### src/rtl/ws2812_pkg.sv
// rtl/ws2812_pkg.sv - state type, default WS2812 timing and byte scaling helper
package ws2812_pkg;

    typedef enum logic [1:0] {
        IDLE,
        LOAD,
        BIT,
        LATCH
    } state_t;

    localparam int T0H    = 4;
    localparam int T1H    = 9;
    localparam int TBIT   = 15;
    localparam int TRESET = 600;

    // (b * (br + 1)) >> 8 : br = 0xFF leaves the byte unchanged
    function automatic logic [7:0] scale_byte(input logic [7:0] b, input logic [7:0] br);
        return 8'(({8'd0, b} * ({8'd0, br} + 16'd1)) >> 8);
    endfunction

endpackage

### src/rtl/ws2812_bit.sv
// rtl/ws2812_bit.sv - one WS2812 bit cell: high for T1H/T0H cycles, low for the rest of TBIT
module ws2812_bit #(
    parameter int T0H   = ws2812_pkg::T0H,
    parameter int T1H   = ws2812_pkg::T1H,
    parameter int TBIT  = ws2812_pkg::TBIT,
    parameter int CNT_W = 10
) (
    input  logic clk,
    input  logic reset,
    input  logic go,
    input  logic bit_val,
    output logic dout,
    output logic last
);

    logic [CNT_W-1:0] cnt;
    logic [CNT_W-1:0] cnt_inc;
    logic [CNT_W-1:0] high_len;
    logic             active;
    logic             bit_q;

    assign cnt_inc  = cnt + CNT_W'(1);
    assign high_len = bit_q ? CNT_W'(T1H) : CNT_W'(T0H);
    assign last     = active && (cnt == CNT_W'(TBIT - 1));

    // go wins over last so back-to-back bits restart with no idle cycle
    always_ff @(posedge clk) begin
        if (reset) begin
            cnt    <= '0;
            active <= 1'b0;
            bit_q  <= 1'b0;
            dout   <= 1'b0;
        end else if (go) begin
            cnt    <= '0;
            active <= 1'b1;
            bit_q  <= bit_val;
            dout   <= 1'b1;
        end else if (last) begin
            active <= 1'b0;
            dout   <= 1'b0;
        end else if (active) begin
            cnt  <= cnt_inc;
            dout <= (cnt_inc < high_len);
        end
    end

endmodule

### src/rtl/ws2812_tx.sv
// rtl/ws2812_tx.sv - WS2812 frame transmitter; define WS2812_TX_BRIGHTNESS_EN for brightness scaling
module ws2812_tx #(
    parameter int addr_size = 8,
    parameter int T0H       = ws2812_pkg::T0H,
    parameter int T1H       = ws2812_pkg::T1H,
    parameter int TBIT      = ws2812_pkg::TBIT,
    parameter int TRESET    = ws2812_pkg::TRESET
) (
    input  logic                 clk,
    input  logic                 reset,
    input  logic                 start,
    input  logic [addr_size-1:0] length,
    output logic [addr_size-1:0] rd_addr,
    input  logic [7:0]           rd_data,
    output logic                 dout,
    output logic                 busy,
    output logic                 done
`ifdef WS2812_TX_BRIGHTNESS_EN
    ,
    input  logic [7:0]           brightness
`endif
);

    import ws2812_pkg::*;

    localparam int MAX_A = (T0H > T1H) ? T0H : T1H;
    localparam int MAX_B = (TBIT > TRESET) ? TBIT : TRESET;
    localparam int CNT_W = $clog2((MAX_A > MAX_B) ? MAX_A : MAX_B);

    state_t               state, state_n;
    logic [addr_size-1:0] len_q;
    logic [7:0]           shift;
    logic [7:0]           load_byte;
    logic [2:0]           bit_idx;
    logic                 last_byte;
    logic                 load_wait;
    logic                 go_first;
    logic                 go;
    logic                 bit_last;
    logic                 more;
    logic                 latch_end;
    logic [CNT_W-1:0]     latch_cnt;

`ifdef WS2812_TX_BRIGHTNESS_EN
    logic [7:0] bright_q;
    assign load_byte = scale_byte(rd_data, bright_q);
`else
    assign load_byte = rd_data;
`endif

    // bit_idx has wrapped back to 7 once bit 0 of the final byte is on the wire
    assign more      = !(last_byte && (bit_idx == 3'd7));
    assign go        = go_first || (bit_last && more);
    assign latch_end = (latch_cnt == CNT_W'(TRESET - 1));

    ws2812_bit #(
        .T0H   (T0H),
        .T1H   (T1H),
        .TBIT  (TBIT),
        .CNT_W (CNT_W)
    ) u_bit (
        .clk     (clk),
        .reset   (reset),
        .go      (go),
        .bit_val (shift[7]),
        .dout    (dout),
        .last    (bit_last)
    );

    always_comb begin
        state_n = state;
        case (state)
            IDLE:    if (start) state_n = (&length) ? LATCH : LOAD;
            LOAD:    if (load_wait) state_n = BIT;
            BIT:     if (bit_last && !more) state_n = LATCH;
            LATCH:   if (latch_end) state_n = IDLE;
            default: state_n = IDLE;
        endcase
    end

    always_ff @(posedge clk) begin
        if (reset) begin
            state     <= IDLE;
            rd_addr   <= '0;
            busy      <= 1'b0;
            done      <= 1'b0;
            len_q     <= '0;
            shift     <= '0;
            bit_idx   <= 3'd7;
            last_byte <= 1'b0;
            load_wait <= 1'b0;
            go_first  <= 1'b0;
            latch_cnt <= '0;
`ifdef WS2812_TX_BRIGHTNESS_EN
            bright_q  <= '0;
`endif
        end else begin
            state    <= state_n;
            done     <= 1'b0;
            go_first <= 1'b0;
            case (state)
                IDLE: begin
                    if (start) begin
                        len_q     <= length;
                        rd_addr   <= '0;
                        busy      <= 1'b1;
                        bit_idx   <= 3'd7;
                        last_byte <= 1'b0;
                        load_wait <= 1'b0;
                        latch_cnt <= '0;
`ifdef WS2812_TX_BRIGHTNESS_EN
                        bright_q  <= brightness;
`endif
                    end
                end
                LOAD: begin
                    load_wait <= 1'b1;
                    if (load_wait) begin
                        shift    <= load_byte;
                        go_first <= 1'b1;
                    end
                end
                BIT: begin
                    if (go) begin
                        bit_idx <= bit_idx - 3'd1;
                        // prefetch while the MSB goes out; the next byte is needed 7 bits later
                        if (bit_idx == 3'd7) begin
                            if (rd_addr == len_q) last_byte <= 1'b1;
                            else                  rd_addr   <= rd_addr + addr_size'(1);
                        end
                        shift <= (bit_idx == 3'd0) ? load_byte : {shift[6:0], 1'b0};
                    end
                end
                LATCH: begin
                    latch_cnt <= latch_cnt + CNT_W'(1);
                    if (latch_end) begin
                        done <= 1'b1;
                        busy <= 1'b0;
                    end
                end
                default: ;
            endcase
        end
    end

endmodule

### config.mk
export PLATFORM = sky130hd
export DESIGN_NAME = ws2812_tx
export DESIGN_NICKNAME = d
export VERILOG_FILES = /design/src/rtl/ws2812_pkg.sv /design/src/rtl/ws2812_bit.sv /design/src/rtl/ws2812_tx.sv
export SDC_FILE = /design/constraint.sdc
export NUM_CORES = 1
export LEC_CHECK = 0
export CAP_MARGIN = 20
export CORE_UTILIZATION = 40
export CTS_BUF_LIST = sky130_fd_sc_hd__clkbuf_8 sky130_fd_sc_hd__clkbuf_16
export DETAILED_ROUTE_END_ITERATION = 6
export PLACE_DENSITY_LB_ADDON = 0.25
export SYNTH_ARGS = -nofsm -noshare
export SYNTH_HDL_FRONTEND = slang
export SYNTH_SLANG_ARGS = --single-unit
### constraint.sdc
create_clock -name clk -period 5.5 [get_ports clk]
set_clock_uncertainty 0.1 [all_clocks]
set_input_delay 0.55 -clock clk [delete_from_list [all_inputs] [get_ports clk]]
set_output_delay 0.55 -clock clk [all_outputs]
set_load 0.02 [all_outputs]
==> impl_results.md <==
- Result of the run: complete, no violations
- Worst setup path startpoint: u_bit.cnt[0]$_SDFFE_PP0P_
- Total via count after detailed routing: 2364
- Cell count after placement: 452
- Starting utilization of the core area: 41.79%
- Critical path fanouts, max: 16
- EDFF count, synth: 0
- Setup repair after global routing missed its margin: no
- Global-route wire length before repair: 10260 um
- Overall routing resource usage: 17.58%
- Flop and latch count out of synthesis: 57
- Reg2reg path depth: 7
- Total grt overflow: 0
- Final Worst Setup Slack: 2.964 ns
- Clock Path Buffers: 2
- Period Utilization, post-route: 46.10%
- Drt via density: 5.051
- End of the worst register-to-register path: shift[3]$_SDFFE_PP0P_
- Final hold slack: 0.3700 ns
- Gates resized, CTS repair: 0
- Buffers added on ports: 29
- Mapped Cells: 337
- Fraction of final layout cells with drive strength greater than 1: 5.376%
- Tmin final: 2.536 ns
- Routed length per instance: 12.66 um
- Slew Limit Headroom: 24.58%
- Yosys Warn Count: 0
- Last element of the critical path: shift[3]$_SDFFE_PP0P_
- Leading register cell type out of synthesis: sky130_fd_sc_hd__dfxtp_1
- Router iterations before antenna repair: 4
- Violation count after the first detailed-routing iteration: 110
- Type of element capturing the critical path: flip-flop
- Final weighted congestion in routability-driven placement: 0.8433
- CTS sink cnt: 57
- Pin count of the biggest net entering global routing: 36
- Top-level I/O count: 30
- Post-route ant nets: 0
- Mean instance size in the synthesized netlist: 8.517 sq um
- Nature of the critical path startpoint: flip-flop
- DIE WIDTH: 86.71 um
- Area Overhead vs Synth: 20.14%
- Max-slew violation total from the final report: 0
- Area of the mapped netlist: 0.002870 sq mm
- Hold_buf cts: 0
- Vias in the first global route: 2205
- HPWL Detailed: 4150 um
- Async set or reset register ratio after synthesis: 0%
- Root buffer cell: sky130_fd_sc_hd__clkbuf_8
- Reg2reg setup slack: 2.96 ns
- Core Region: 0.006869 sq mm
- Number of endpoints failing setup at the final stage: 0
- Total wire length after detailed routing: 5923 um
- Max Clock Freq: 394.4 MHz
- Clk pin slew, worst setup/hold paths: 0.06 ns
- Maximum level of the CTS H-tree: 3
- CTS tree: done
- Total nets after synthesis: 369
- Leak pwr: 0.001330 uW
- Tightest Hold Check Type: flip-flop to flip-flop
- Power per standard cell area: 357.1 mW/mm^2
- VDD IR max: 0.0001771 V
- Non-Filler Instances: 468
- Setup Fix Bufs, Post-CTS: 0
- DIE AREA: 0.007519 sq mm
- Antenna violations before repair: 0
- DRC viols: 0
- Latest clock arrival within the worst-skew pair: 0.34 ns
- Antenna fix cells: 0
- Number of placement rows: 30
- Max Cap Viol: 0
- Hold Violations, Final: 0
- NumNets Final: 399
- Worst R2R Start: u_bit.cnt[0]$_SDFFE_PP0P_
- Number of distinct library cell variants in the gate-level netlist after synthesis: 45
- Data arrival time of the critical path: 2.68 ns
- Setup Slack @ Placement: 2.897 ns
- Die Height: 86.71 um
- Required @ worst endpoint: 5.65 ns
- Sequential cell area fraction in the yosys report: 39.76%
- Worst Tran Pin Value: 1.131 ns
- Total clock buffers created by CTS: 9
- Path type of the worst setup path: flip-flop to flip-flop
- Total Neg Setup Slack: 0 ns
[kinds of logic after synthesis]
family	Yosys count	synth area share (%)
and+or+nand+nor	143	23.80
AOI/OAI and AO/OA	58	13.78
DFF	57	39.76
xor gates and xnor gates	33	10.07
buffers and inverters	22	3.095
adders and majority gates	13	5.667
muxes	11	3.836
[per-layer routing]
layer  global-route usage [%]  wire length (um)  vias to the layer above  part of all wire [%]
met5                        0                 0                        -                     0
met4                    5.455                89                        0                   1.5
met3                    5.905               182                       10                   3.1
met2                    27.34              2707                       34                    46
met1                    23.01              2943                     1094                    50
li1                         -                 -                     1226                     -
[registers in the layout, indices dropped and copies added, names as in the netlist, 2 cells and up]
| name | flops |
|---|---|
| shift | 8 |
| bit_idx | 3 |
| len_q | 8 |
| latch_cnt | 10 |
| u_bit.cnt | 10 |
| rd_addr | 8 |
| state | 2 |
[synth_stat cells, types with 2 or more instances]
cell,count,share of area [%]
sky130_fd_sc_hd__dfxtp_1,57,40
sky130_fd_sc_hd__nor2_1,46,6.0
sky130_fd_sc_hd__nand2_1,42,5.5
sky130_fd_sc_hd__a21oi_1,21,3.7
sky130_fd_sc_hd__xnor2_1,21,6.4
sky130_fd_sc_hd__nand3_1,14,2.4
sky130_fd_sc_hd__ha_1,13,5.7
sky130_fd_sc_hd__xor2_1,12,3.7
sky130_fd_sc_hd__a211oi_1,11,2.9
sky130_fd_sc_hd__inv_1,11,1.4
sky130_fd_sc_hd__mux2i_1,11,3.8
sky130_fd_sc_hd__nor3_1,9,1.6
sky130_fd_sc_hd__clkbuf_1,8,1.0
sky130_fd_sc_hd__and3_1,6,1.3
sky130_fd_sc_hd__o21ai_0,6,1.0
sky130_fd_sc_hd__a22oi_1,5,1.3
sky130_fd_sc_hd__nand2b_1,5,1.1
sky130_fd_sc_hd__nand4_1,5,1.1
sky130_fd_sc_hd__a21o_1,4,1.0
sky130_fd_sc_hd__or3_1,3,0.65
sky130_fd_sc_hd__and2_1,2,0.44
sky130_fd_sc_hd__buf_2,2,0.35
[placed cells by master, fill, tap and decap left out, types with 5 or more instances in the layout]
master,Yosys,routed
sky130_fd_sc_hd__mux2i_1,11,11
sky130_fd_sc_hd__nand2b_1,5,5
sky130_fd_sc_hd__a211oi_1,11,11
sky130_fd_sc_hd__o21ai_0,6,6
sky130_fd_sc_hd__nand2_1,42,42
sky130_fd_sc_hd__inv_1,11,13
sky130_fd_sc_hd__a22oi_1,5,5
sky130_fd_sc_hd__nor2_1,46,46
sky130_fd_sc_hd__nand4_1,5,5
sky130_fd_sc_hd__a21oi_1,21,21
sky130_fd_sc_hd__xnor2_1,21,21
sky130_fd_sc_hd__dfxtp_1,57,57
sky130_fd_sc_hd__nand3_1,14,14
sky130_fd_sc_hd__xor2_1,12,12
sky130_fd_sc_hd__clkdlybuf4s50_1,0,29
sky130_fd_sc_hd__ha_1,13,13
sky130_fd_sc_hd__and3_1,6,6
sky130_fd_sc_hd__nor3_1,9,9
sky130_fd_sc_hd__clkbuf_8,0,12
[worst min-delay path by stage]
stage                      startpoint                endpoint  slack (ns)  depth (start not counted)
2_1_floorplan  last_byte$_SDFFE_PP0P_  last_byte$_SDFFE_PP0P_        0.34                          2
3_3_place_gp    shift[0]$_SDFFE_PP0P_   shift[0]$_SDFFE_PP0P_        0.35                          2
3_5_place_dp   last_byte$_SDFFE_PP0P_  last_byte$_SDFFE_PP0P_        0.36                          2
4_1_cts         len_q[2]$_SDFFE_PP0P_   len_q[2]$_SDFFE_PP0P_        0.37                          2
5_1_grt         len_q[2]$_SDFFE_PP0P_   len_q[2]$_SDFFE_PP0P_        0.40                          2
6_report        len_q[5]$_SDFFE_PP0P_   len_q[5]$_SDFFE_PP0P_        0.37                          2
[critical path: stages, from the launching register on]
cell and delay [ns]:
sky130_fd_sc_hd__dfxtp_1 0.35, sky130_fd_sc_hd__inv_1 0.09, sky130_fd_sc_hd__ha_1 0.14, sky130_fd_sc_hd__nor3b_4 0.27, sky130_fd_sc_hd__a41oi_4 0.23, sky130_fd_sc_hd__a22oi_1 0.93
sky130_fd_sc_hd__nor2_1 0.08, sky130_fd_sc_hd__a211oi_1 0.25
[through the flow]
step / power [uW] / instance area [sq um] / utilization, %
6_report: 1231 / 3448 / 50.20
5_1_grt: 1317 / 3448 / 50.20
4_1_cts: 1243 / 3448 / 50.20
3_5_place_dp: 834.5 / 3241 / 47.18
3_3_place_gp: 824.2 / 3241 / 47.18
2_1_floorplan: 749.2 / 2870 / -
[area by class of cell]
type,instances,area [sq um]
clock buffer,12,165.2
clock inverter,4,42.54
sequential,57,1141
timing repair buffer,30,297.8
fill,653,3421
tap,96,120.1
inverter,11,41.29
multi-input combinational,258,1640
[where the power goes]
part	internal, uW	switching (uW)	total (uW)
logic	132	187	319
registers	468	38.2	506
clock network	242	164	406
total	842	389	1230
Power figures use the tool's default switching activity.
